$ cat src/rtl/motor_act_stream_if.sv
// Stream bus for motor_act_stream: input beats in, activated beats out.
// Lane i occupies bits [i*DATA_W +: DATA_W] on both data buses.
interface motor_act_stream_if #(
  parameter int LANES  = 4,
  parameter int DATA_W = 18
) ();
  logic [LANES*DATA_W-1:0] in_data;
  logic                    in_valid;
  logic                    in_ready;
  logic [LANES*DATA_W-1:0] out_data;
  logic                    out_valid;
  logic                    out_ready;

  modport slave (
    input  in_data, in_valid, out_ready,
    output in_ready, out_data, out_valid
  );

  modport master (
    output in_data, in_valid, out_ready,
    input  in_ready, out_data, out_valid
  );
endinterface

$ cat src/rtl/motor_act_stream.sv
// Multi-lane streaming activation (ReLU / leaky / clipped / passthrough) for
// one layer vector, with one registered output stage and ap_* block control.
module motor_act_lane #(
  parameter int DATA_W      = 18,
  parameter int LEAKY_SHIFT = 3,
  parameter int CLIP_MAX    = 12288
) (
  input  logic        [1:0]        mode,
  input  logic signed [DATA_W-1:0] x,
  output logic signed [DATA_W-1:0] y
);
  localparam logic signed [DATA_W-1:0] CLIP = DATA_W'(CLIP_MAX);

  always_comb begin
    y = x;
    case (mode)
      2'd0: y = x[DATA_W-1] ? '0 : x;
      // >>> on a signed operand floors, so small negatives stay at -1
      2'd1: y = x[DATA_W-1] ? (x >>> LEAKY_SHIFT) : x;
      2'd2: begin
        if (x[DATA_W-1] || x == '0) y = '0;
        else if (x >= CLIP)         y = CLIP;
        else                        y = x;
      end
      default: y = x;
    endcase
  end
endmodule

module motor_act_stream #(
  parameter int DATA_W      = 18,
  parameter int N_ELEM      = 16,
  parameter int LANES       = 4,
  parameter int LEAKY_SHIFT = 3,
  parameter int CLIP_MAX    = 12288
) (
  input  logic                ap_clk,
  input  logic                ap_rst,
  input  logic                ap_start,
  output logic                ap_ready,
  output logic                ap_idle,
  output logic                ap_done,
  input  logic [1:0]          mode,
  motor_act_stream_if.slave   s
);
  localparam int BEATS = N_ELEM / LANES;
  localparam int CNT_W = (BEATS > 1) ? $clog2(BEATS) : 1;

  typedef enum logic [1:0] {S_IDLE, S_RUN, S_DRAIN, S_DONE} state_t;

  state_t                  state_q, state_d;
  logic [CNT_W-1:0]        cnt_q, cnt_d;
  logic [1:0]              mode_q, mode_d;
  logic                    out_valid_q, out_valid_d;
  logic [LANES*DATA_W-1:0] out_data_q, out_data_d;
  logic [LANES*DATA_W-1:0] act;
  logic                    in_ready, in_hs, out_hs, last_beat;

  for (genvar g = 0; g < LANES; g++) begin : g_lane
    motor_act_lane #(
      .DATA_W(DATA_W), .LEAKY_SHIFT(LEAKY_SHIFT), .CLIP_MAX(CLIP_MAX)
    ) u_lane (
      .mode (mode_q),
      .x    (s.in_data[g*DATA_W +: DATA_W]),
      .y    (act[g*DATA_W +: DATA_W])
    );
  end

  // The output register frees up in the same cycle it is drained.
  assign in_ready  = (state_q == S_RUN) && (!out_valid_q || s.out_ready);
  assign in_hs     = s.in_valid && in_ready;
  assign out_hs    = out_valid_q && s.out_ready;
  assign last_beat = (cnt_q == CNT_W'(BEATS - 1));

  always_comb begin
    state_d     = state_q;
    cnt_d       = cnt_q;
    mode_d      = mode_q;
    out_valid_d = out_valid_q;
    out_data_d  = out_data_q;
    ap_ready    = 1'b0;
    ap_idle     = 1'b0;
    ap_done     = 1'b0;
    case (state_q)
      S_IDLE: begin
        ap_idle = 1'b1;
        if (ap_start) begin
          ap_ready = 1'b1;
          mode_d   = mode;
          cnt_d    = '0;
          state_d  = S_RUN;
        end
      end
      S_RUN: begin
        if (out_hs) out_valid_d = 1'b0;
        if (in_hs) begin
          out_data_d  = act;
          out_valid_d = 1'b1;
          cnt_d       = cnt_q + CNT_W'(1);
          if (last_beat) state_d = S_DRAIN;
        end
      end
      S_DRAIN: begin
        if (out_hs) begin
          out_valid_d = 1'b0;
          state_d     = S_DONE;
        end
      end
      S_DONE: begin
        ap_done = 1'b1;
        state_d = S_IDLE;
      end
      default: state_d = S_IDLE;
    endcase
  end

  always_ff @(posedge ap_clk) begin
    if (ap_rst) begin
      state_q     <= S_IDLE;
      cnt_q       <= '0;
      mode_q      <= '0;
      out_valid_q <= 1'b0;
      out_data_q  <= '0;
    end else begin
      state_q     <= state_d;
      cnt_q       <= cnt_d;
      mode_q      <= mode_d;
      out_valid_q <= out_valid_d;
      out_data_q  <= out_data_d;
    end
  end

  assign s.in_ready  = in_ready;
  assign s.out_valid = out_valid_q;
  assign s.out_data  = out_data_q;
endmodule

$ cat src/flat_wrapper.sv
// flat-port wrapper written by rule: the top's interface ports become plain ports
module motor_act_stream_flat 
#(
  parameter int DATA_W      = 18,
  parameter int N_ELEM      = 16,
  parameter int LANES       = 4,
  parameter int LEAKY_SHIFT = 3,
  parameter int CLIP_MAX    = 12288
)
  (ap_clk, ap_rst, ap_start, ap_ready, ap_idle, ap_done, mode, s_in_data, s_in_valid, s_out_ready, s_in_ready, s_out_data, s_out_valid);
  motor_act_stream_if #(.LANES(LANES), .DATA_W(DATA_W)) s_i ();
  input  logic ap_clk;
  input  logic ap_rst;
  input  logic ap_start;
  output logic ap_ready;
  output logic ap_idle;
  output logic ap_done;
  input  logic [1:0] mode;
  input wire logic [$bits(s_i.in_data)-1:0] s_in_data;
  input wire logic [$bits(s_i.in_valid)-1:0] s_in_valid;
  input wire logic [$bits(s_i.out_ready)-1:0] s_out_ready;
  output wire logic [$bits(s_i.in_ready)-1:0] s_in_ready;
  output wire logic [$bits(s_i.out_data)-1:0] s_out_data;
  output wire logic [$bits(s_i.out_valid)-1:0] s_out_valid;
  assign s_i.in_data = s_in_data;
  assign s_i.in_valid = s_in_valid;
  assign s_i.out_ready = s_out_ready;
  assign s_in_ready = s_i.in_ready;
  assign s_out_data = s_i.out_data;
  assign s_out_valid = s_i.out_valid;
  motor_act_stream #(.DATA_W(DATA_W), .N_ELEM(N_ELEM), .LANES(LANES), .LEAKY_SHIFT(LEAKY_SHIFT), .CLIP_MAX(CLIP_MAX)) u_core (.ap_clk(ap_clk), .ap_rst(ap_rst), .ap_start(ap_start), .ap_ready(ap_ready), .ap_idle(ap_idle), .ap_done(ap_done), .mode(mode), .s(s_i));
endmodule
$ cat config.mk
export PLATFORM = sky130hd
export DESIGN_NAME = motor_act_stream_flat
export DESIGN_NICKNAME = d
export VERILOG_FILES = /design/src/rtl/motor_act_stream_if.sv /design/src/rtl/motor_act_stream.sv /design/src/flat_wrapper.sv
export SDC_FILE = /design/constraint.sdc
export NUM_CORES = 1
export LEC_CHECK = 0
export CAP_MARGIN = 30
export CORE_MARGIN = 2
export CORE_UTILIZATION = 40
export CTS_CLUSTER_DIAMETER = 100
export DETAILED_ROUTE_END_ITERATION = 16
export GPL_TIMING_DRIVEN = 0
export PLACE_DENSITY = 0.8
export SYNTH_ARGS = -nofsm -noshare
export SYNTH_HDL_FRONTEND = slang
export SYNTH_SLANG_ARGS = --single-unit
$ cat constraint.sdc
create_clock -name ap_clk -period 2.38 [get_ports ap_clk]
set_input_delay 0.476 -clock ap_clk [delete_from_list [all_inputs] [get_ports ap_clk]]
set_output_delay 0.476 -clock ap_clk [all_outputs]
set_load 0.02 [all_outputs]
### After elaboration in Yosys (flattened, before gate mapping)

Cells that the tools add are included.

* bits in registers: 79
* output and inout bits: 77
* logic and storage cells: 76

* add/subtract/negate cells: 1
* $lt $le $gt $ge: 4
* eq/ne operators: 10
* mux-type cells: 35
* reduce and logical (&&, ||, !) cells: 21

Operators by type and width (number)
* 2-to-1 mux 18 bit: 12
* case mux 18 bit (3 select lines): 4
* greater-or-equal comparator 18 x 15 -> 1 bit, second input constant: 4
* zero test 18 bit: 4
* 2-to-1 mux 17 bit: 4
* 2-to-1 mux 2 bit: 6
* == test 2 bit, second input constant: 4
* case mux 2 bit (4 select lines): 1
* 2-to-1 mux 1 bit: 6
* != test 2 x 1 -> 1 bit, second input constant: 3
* logical OR 1 bit: 5
* == test 2 x 1 -> 1 bit, second input constant: 2
* zero test 2 bit: 2
* case mux 2 bit (2 select lines): 1
* AND reduction 2 bit: 2
* AND reduction 4 bit: 1
* nonzero test 2 bit: 2
* logical AND 1 bit: 3
* AND reduction 3 bit: 1
* adder 2 x 1 -> 2 bit, second input constant: 1
* != test 2 bit, second input constant: 1
* case mux 1 bit (2 select lines): 1
* zero test 1 bit: 1

### Logic depth before layout (Yosys ltp)

Gate-level depths: netlist of run 1.

* word-level depth: 6
* mapped depth: 9
* gate-level depth less buffers: 7

### Cells and area by module

From an unflattened synthesis of run 1, not the netlist that was laid out.

* cell total of the unflattened synthesis: 795
* area total of the unflattened synthesis: 5368.9 um^2

Modules (own cells, without submodules)
* motor_act_stream: times used 1, cells each 363, area an instance 2901.5 um^2, seq. area each 1581.5 um^2
* motor_act_lane: times used 4, cells each 108, area an instance 616.8 um^2, seq. area each 0.0 um^2

### Least setup slack after synthesis of run 1

Ideal clock, no wire load.

* path type: input -> register
* start point: input s_in_data[71]
* end point: register u_core.out_data_q[54], in the netlist u_core.s.out_data[54]
* library setup time: 0.132 ns
* data arrival time: 1.720 ns
* required time: 2.248 ns
* path slack: 0.528 ns
* cell stages on the path: 7
* cells stage by stage: buf_6 nor4_2 nand4_1 a41o_1 buf_6 a221oi_1 nor3_1

* longest elaborated chain between the ends: 4

Ends and longest elaborated chain
* from (decl): line flat_wrapper.sv:19 `input wire logic [$bits(s_i.in_data)-1:0] s_in_data;`
* greater-or-equal comparator 18 x 15 -> 1 bit / zero test 18 bit (equally long branches): line motor_act_stream.sv:22, motor_act_stream.sv:21
* 2-to-1 mux 18 bit / logical OR 1 bit (equally long branches): line motor_act_stream.sv:22, motor_act_stream.sv:21
* 2-to-1 mux 18 bit: line motor_act_stream.sv:21 `if (x[DATA_W-1] || x == '0) y = '0;`
* case mux 18 bit (3 select lines) (*): line motor_act_stream.sv:16 `case (mode)`
* to (signal assigned): line motor_act_stream.sv:129 `out_data_q <= out_data_d;`
* to (decl): line motor_act_stream.sv:55 `logic [LANES*DATA_W-1:0] out_data_q, out_data_d;`

Every way passes the cells marked *; elsewhere a longest branch is shown, timed or not.
A chain may end at the register's enable or synchronous reset.

### Worst setup path after layout of run 1

* start point: input s_in_data[48]
* end point: register u_core.out_data_q[37], in the netlist u_core.s.out_data[37]

* longest elaborated chain between the ends: 4

Ends and longest elaborated chain (line)
* greater-or-equal comparator 18 x 15 -> 1 bit / zero test 18 bit (equally long branches): motor_act_stream.sv:22, motor_act_stream.sv:21
* 2-to-1 mux 18 bit / logical OR 1 bit (equally long branches): motor_act_stream.sv:22, motor_act_stream.sv:21
* 2-to-1 mux 18 bit (*): motor_act_stream.sv:21
* case mux 18 bit (3 select lines) (*): motor_act_stream.sv:16

Marks and branches as above.

==> impl_results.md, run 1 <==
- Crit path max fanout: 10
- GR Overflow Total: 0
- Clk pin slew, worst setup/hold paths: 60 ps
- Net count, final: 833
- Reg2reg end: u_core.s.out_data[48]
- Asr flop ratio synth: 0
- Vias per inst: 6.432
- Worst Hold Class: register to register
- Clock root cell: clkbuf_16
- Critical Path RT: 2590 ps
- Hold wc startpoint: u_core.s.out_data[35]
- Hold path cells: 2
- Chip Height: 111.1 um
- I/O Buffers: 152
- Maxcap violations: 0
- R2R depth: 5
- Row cnt: 39
- Ys flop type: dfxtp_1
- GP Congestion: 0.9470
- Crit share post-route: 0.9924
- Fin Setup TNS: 0 ps
- FILL cells: roughly 1000
- Post-Syn Instances: between 500 and 600
- Final ANT Viol Nets: 0
- Synth area leader: dfxtp_1
- Number of synthesized flops with an enable pin: 0
- Tmin final: 2362 ps
- Min-Delay Endpoint: u_core.s.out_data[35]
- Post-Route WL: around 18000 um
- CP Launch Type: primary input
- Via count: slightly below 6000
- WHS: around 450 ps
- Worst Skew: 4.589 ps
- RR Startpoint: u_core.mode_q[1]
- Wire length per cell: 20.42 um
- GRT Total Usage: 0.2832
- Setup crit end kind: register
- Post-Place Cells: 881
- Count of final hold-check violations: 0
- Top-area cell type share of the netlist area: 0.3446
- Die width: approximately 110 um
- Worst-Margin Slew: between 600 and 700 ps
- Max VDD drop: 0.3379 mV
- Avg Cell Area, Syn: 7.832 um^2
- Worst-Skew Late Latency: 340 ps
- Synth area leaders: dfxtp_1, a222oi_1, nor3_1, a21o_1, nor2_1
- CTS tree: yes
- Final Setup Violations: 0
- Worst Setup SP: s_in_data[48]
- Seq/Total Area, Yosys: 0.3446
- Vias in the first global route: between 5000 and 6000
- Warnings, synthesis: 0
- Max Buffers Root-to-Sink: 2
- Status: complete, no violations
- Core ar.: 0.01132 mm^2
- Worst Path Buf+Inv: 2
- Final Max Tran Viols: 0
- Detailed placement HPWL: 13440 um
- Maximum clock rate: around 0.42 GHz
- Die Area: 0.01235 mm^2
- Lkg Pwr: 2.450 nW
- Crit path DAT: 2570 ps
- Pin count of the biggest net entering global routing: 13
- Top Family by Delay on Critical Path: buffers and inverters
- CP Class: primary input to register
- Initial Util: 0.4054
- Initial DRT Pass Iterations: 7
- # H-tree levels: 3
- Cts bufs inserted: 9
- DR iter-0 viols: 658
- Share of layout cells above drive strength 1: 0.05445
- CP Cell Sequence: clkdlybuf4s50_1, nor4_1, and4_1, o22ai_1, buf_2, a221oi_1, nor3_1
- Max-Slew Margin vs Limit: 0.5554
- Synth-to-layout area growth: 43.59%
- Reg2Reg Setup Slack: 170 ps
- Antenna violations before repair: 0
- First-pass GRT wire length: roughly 29000 um
- Io pins: 156
- Synth Register Bits: 79
- Slowest stage cell, crit path: clkdlybuf4s50_1
- Unrepaired setup endpoints after global routing: no
- Post-Layout Cell Count: 896
- Post-synth net total: 670
- CP peak stage delay: 540 ps
- PwrDens: 801.4 mW/mm^2
- Clock sinks: 79
- Mapped cell area: approximately 0.0046 mm^2
- Total power: 0.005281 W
- Yosys cell types: 42
- Residual DRC: 0
- Diode count: 0
-- cells in the final DEF, fill, tap and decap left out, types with 4 or more instances in the layout --
cell type,Yosys,layout
o21ai_0,21,21
dfxtp_1,79,79
clkbuf_16,0,9
nand2_1,36,36
nor2_1,74,74
a222oi_1,28,28
nor3_1,56,56
buf_1,5,4
a21o_1,37,37
a221oi_1,24,22
clkbuf_2,0,4
a22o_1,23,23
nand3b_1,4,4
buf_2,15,15
a211oi_1,14,14
nand3_1,9,9
nor2b_1,7,7
a21oi_1,29,29
inv_1,5,5
clkdlybuf4s50_1,0,150
ha_1,5,4
nor4_1,39,39
clkbuf_1,39,37
-- worst register-to-register path: stages (launching register included) --
cell and delay (ps):
dfxtp_1 460, clkbuf_1 530, buf_1 450, nor2_1 150, a221oi_1 350, o21ai_0 140
-- synth_stat cells, drive strengths merged (9+ instances only) --
| master | instances |
|---|---|
| nor2 | 74 |
| clkbuf | 39 |
| nand3 | 9 |
| a21oi | 29 |
| a22o | 23 |
| nor4 | 40 |
| a211oi | 14 |
| o21ai | 21 |
| a221oi | 24 |
| a222oi | 28 |
| dfxtp | 79 |
| buf | 22 |
| nand2 | 36 |
| a21o | 37 |
| nor3 | 57 |
-- power by group --
group	internal [W]	switching [W]
registers	0.00151	0.000134
logic	0.000948	0.00139
clock network	0.000756	0.000549
-- routing by layer --
layer,track usage,part of all wire
met1,0.3814,0.42
met2,0.4626,0.47
met3,0.04593,0.095
met4,0.09630,0.016
met5,0,0
-- cell type report --
type | instances | area (um^2) | area share
inverter | 5 | 18.77 | 0.002848
tap | 143 | 178.9 | 0.02715
sequential | 79 | 1582 | 0.2400
timing repair buffer | 152 | 1526 | 0.2316
clock buffer | 12 | 256.5 | 0.03892
clock inverter | 3 | 18.77 | 0.002848
buffer | 61 | 267.8 | 0.04063
multi-input combinational | 441 | 2741 | 0.4160
-- repair_timing --
item,in CTS,in global routing
setup endpoints to repair,1,26
resized for setup,1,11
buffers inserted,0,0
endpoints found under the hold margin,0,0
hold buffers,0,0
pin swaps,0,0
-- registers in the layout (all words and copies together), names as in the netlist --
name                count
u_core.s.out_valid      1
u_core.cnt_q            2
u_core.mode_q           2
u_core.s.out_data      72
u_core.state_q          2
-- stage by stage --
stage               setup slack [ps]    util  instance area, um^2
floorplan                      528.2       -                 4589
CTS                            2.276  0.5801                 6568
finish                         18.20  0.5821                 6590
detailed placement            -341.6  0.5556                 6290
global route                  0.6275  0.5821                 6590
global placement              -221.9  0.5556                 6290
-- cells by family (layout without fill, tap and decap cells) --
| group | count (synthesis) | after routing | synth area share |
|---|---|---|---|
| AND/OR/NAND/NOR | 243 | 243 | 0.2593 |
| flip-flops | 79 | 79 | 0.3446 |
| adder cells (fa/ha/maj) | 5 | 5 | 0.01363 |
| AO/OA/AOI/OAI | 192 | 192 | 0.3190 |
| multiplexers | 1 | 1 | 0.002181 |
| buffers and inverters | 66 | 233 | 0.06134 |
-- how the worst max path moves through the flow --
stage / end / slack [ps] / cells past startpoint
finish: u_core.s.out_data[37] / 20 / 7
global route: u_core.s.out_data[37] / 0.6 / 7
CTS: u_core.s.out_data[43] / 2 / 7
detailed placement: u_core.s.out_data[43] / -340 / 7
global placement: u_core.s.out_data[59] / -220 / 7
floorplan: u_core.s.out_data[54] / 530 / 7
No activity file was read; power rests on OpenSTA's default activity.
==> run 2, diff against run 1 <==
- CORE_ASPECT_RATIO: default -> 1.4
==> run 2 against run 1 <==
  * Power is 5.9% higher
  * Global-route usage is 0.82 points higher
  * First-iteration DRC count is 12% higher
  * Clock skew is 0.72 ps higher
  * Sequential power hardly changed
  * Worst setup slack better by 42 ps
  * Routed wire length hardly changed
  * Critical path depth stayed put
  * Hold slack better by 7.1 ps
  * Maximum frequency is 1.8% higher
  * Largest cell class unchanged
  * Largest power group unchanged
  * Highest routed layer unchanged
==> impl_results.md, run 2 (synthesis results as in run 1) <==
- Setup crit end kind: register (unchanged)
- Count of final hold-check violations: 0 (unchanged)
- First-pass GRT wire length: 28380 um (was 28580 um)
- Initial Util: 0.4068 (was 0.4054)
- GP Congestion: 0.9508 (was 0.9470)
- Most frequent cells in the layout: clkdlybuf4s50_1, dfxtp_1, nor2_1, nor3_1, nor4_1 (unchanged)
- Worst-Margin Slew: 633.6 ps (was 666.9 ps)
- Worst Hold Class: register to register (unchanged)
- Worst Setup SP: s_in_data[49] (was s_in_data[48])
- WHS: 460.7 ps (was 453.7 ps)
- Maxcap violations: 0 (unchanged)
- Clk pin slew, worst setup/hold paths: 60 ps (about the same)
- Most common cell after layout, fill and taps aside: clkdlybuf4s50_1 (unchanged)
- GR Overflow Total: 0 (unchanged)
- Critical Path RT: 2580 ps (was 2590 ps)
- Clock root cell: clkbuf_16 (unchanged)
- Wire length per cell: 20.33 um (was 20.42 um)
- Max VDD drop: 0.3504 mV (was 0.3379 mV)
- Unrepaired setup endpoints after global routing: yes (was no)
- GRT Total Usage: 0.2914 (was 0.2832)
- Final ANT Viol Nets: 0 (unchanged)
- Max-Slew Margin vs Limit: 0.5776 (was 0.5554)
- Antenna violations before repair: 0 (unchanged)
- I/O Buffers: 152 (unchanged)
- Final Max Tran Viols: 0 (unchanged)
- Vias per inst: 6.433 (was 6.432)
- Status: complete, no violations (unchanged)
- Hold wc startpoint: u_core.s.out_data[71] (was u_core.s.out_data[35])
- PwrDens: 838.4 mW/mm^2 (was 801.4 mW/mm^2)
- Crit path DAT: 2520 ps (was 2570 ps)
- Synth-to-layout area growth: 45.39% (was 43.59%)
- Residual DRC: 0 (unchanged)
- Die width: 94.53 um (was 111.1 um)
- Chip Height: 130.7 um (was 111.1 um)
- Lkg Pwr: 2.477 nW (was 2.450 nW)
- Diode count: 0 (unchanged)
- Vias in the first global route: 5538 (was 5529)
- Maximum clock rate: 0.4311 GHz (was 0.4234 GHz)
- Fin area: 0.006673 mm^2 (was 0.006590 mm^2)
- Post-CTS Hold Fix Bufs: 0 (unchanged)
- Max Buffers Root-to-Sink: 2 (unchanged)
- FILL cells: 1067 (was 1040)
- Clock sinks: 79 (unchanged)
- RR Startpoint: u_core.mode_q[0] (was u_core.mode_q[1])
- Crit path max fanout: 10 (unchanged)
- Worst Skew: 5.313 ps (was 4.589 ps)
- DR iter-0 viols: 739 (was 658)
- Initial DRT Pass Iterations: 8 (was 7)
- Row cnt: 46 (was 39)
- CP Launch Type: primary input (unchanged)
- CP Class: primary input to register (unchanged)
- Area of the multi-input gates: 0.002748 mm^2 (was 0.002741 mm^2)
- Io pins: 156 (unchanged)
- Crit share post-route: 0.9747 (was 0.9924)
- Post-Route WL: 18280 um (was 18290 um)
- # H-tree levels: 3 (unchanged)
- PnR worst setup slack: 60.23 ps (was 18.20 ps)
- Final Setup Violations: 0 (unchanged)
- CTS tree: yes (unchanged)
- Via count: 5783 (was 5763)
- Detailed placement HPWL: 13690 um (was 13440 um)
- Cts bufs inserted: 9 (unchanged)
- Share of layout cells above drive strength 1: 0.05828 (was 0.05445)
- Core ar.: 0.01128 mm^2 (was 0.01132 mm^2)
- Net count, final: 834 (was 833)
- Pin count of the biggest net entering global routing: 14 (was 13)
- Placed Area: 0.006291 mm^2 (was 0.006290 mm^2)
- Tmin final: 2320 ps (was 2362 ps)
- Max FFs per register: 72 (unchanged)
- DP Worst Slack: -355.8 ps (was -341.6 ps)
- Worst-Skew Late Latency: 340 ps (about the same)
- Fin util: 0.5915 (was 0.5821)
- Register cell area after layout: 0.001582 mm^2 (unchanged)
- Die Area: 0.01236 mm^2 (was 0.01235 mm^2)
-- run 2: final timing paths --
check                                             end  slack [ps]  cells after the start
worst max-delay path            u_core.s.out_data[37]          60                      7
worst min-delay path            u_core.s.out_data[71]         460                      2
worst max register to register  u_core.s.out_data[52]         110                      5
worst min register to register  u_core.s.out_data[71]         460                      2
-- run 2: per-layer routing --
layer  vias up  part of all wire  global-route usage
met1      2722              0.38              0.3455
li1       2610                 -                   -
met4         0             0.041              0.1705
met5         -                 0                   0
met2       385              0.49              0.5000
met3        66             0.086             0.04128
-- run 2: cell type report --
cell class | count | area share
buffer | 61 | 0.04013
sequential | 79 | 0.2370
tap | 144 | 0.02700
multi-input combinational | 441 | 0.4118
inverter | 5 | 0.002813
timing repair buffer | 153 | 0.2293
clock inverter | 5 | 0.01556
clock buffer | 11 | 0.03638
-- run 2: stage by stage --
stage	setup TNS [ps]	std cells	power, W
detailed placement	-8334	882	0.003928
global route	-10.52	899	0.005850
finish	0	899	0.005594
floorplan	0	586	0.002989
global placement	-5870	882	0.003883
CTS	0	898	0.005552
-- run 2: timing repair --
item                       4_1_cts  5_1_grt
setup buffers                    0        1
gates resized for setup          3       10
pin swaps                        0        1
setup endpoints to repair        3       12
-- run 2: power by group --
part           internal (W)  leakage [nW]  switching [W]
clock               0.00106         0.170       0.000575
combinational      0.000947          1.67        0.00137
sequential          0.00151         0.641       0.000136
total               0.00351          2.48        0.00209
-- run 2: critical path, cell delays in order --
cell             delay [ps]
clkdlybuf4s50_1         510
nor4_1                  290
and4_1                  260
o22ai_1                 160
buf_2                   260
a221oi_1                460
nor3_1                   90
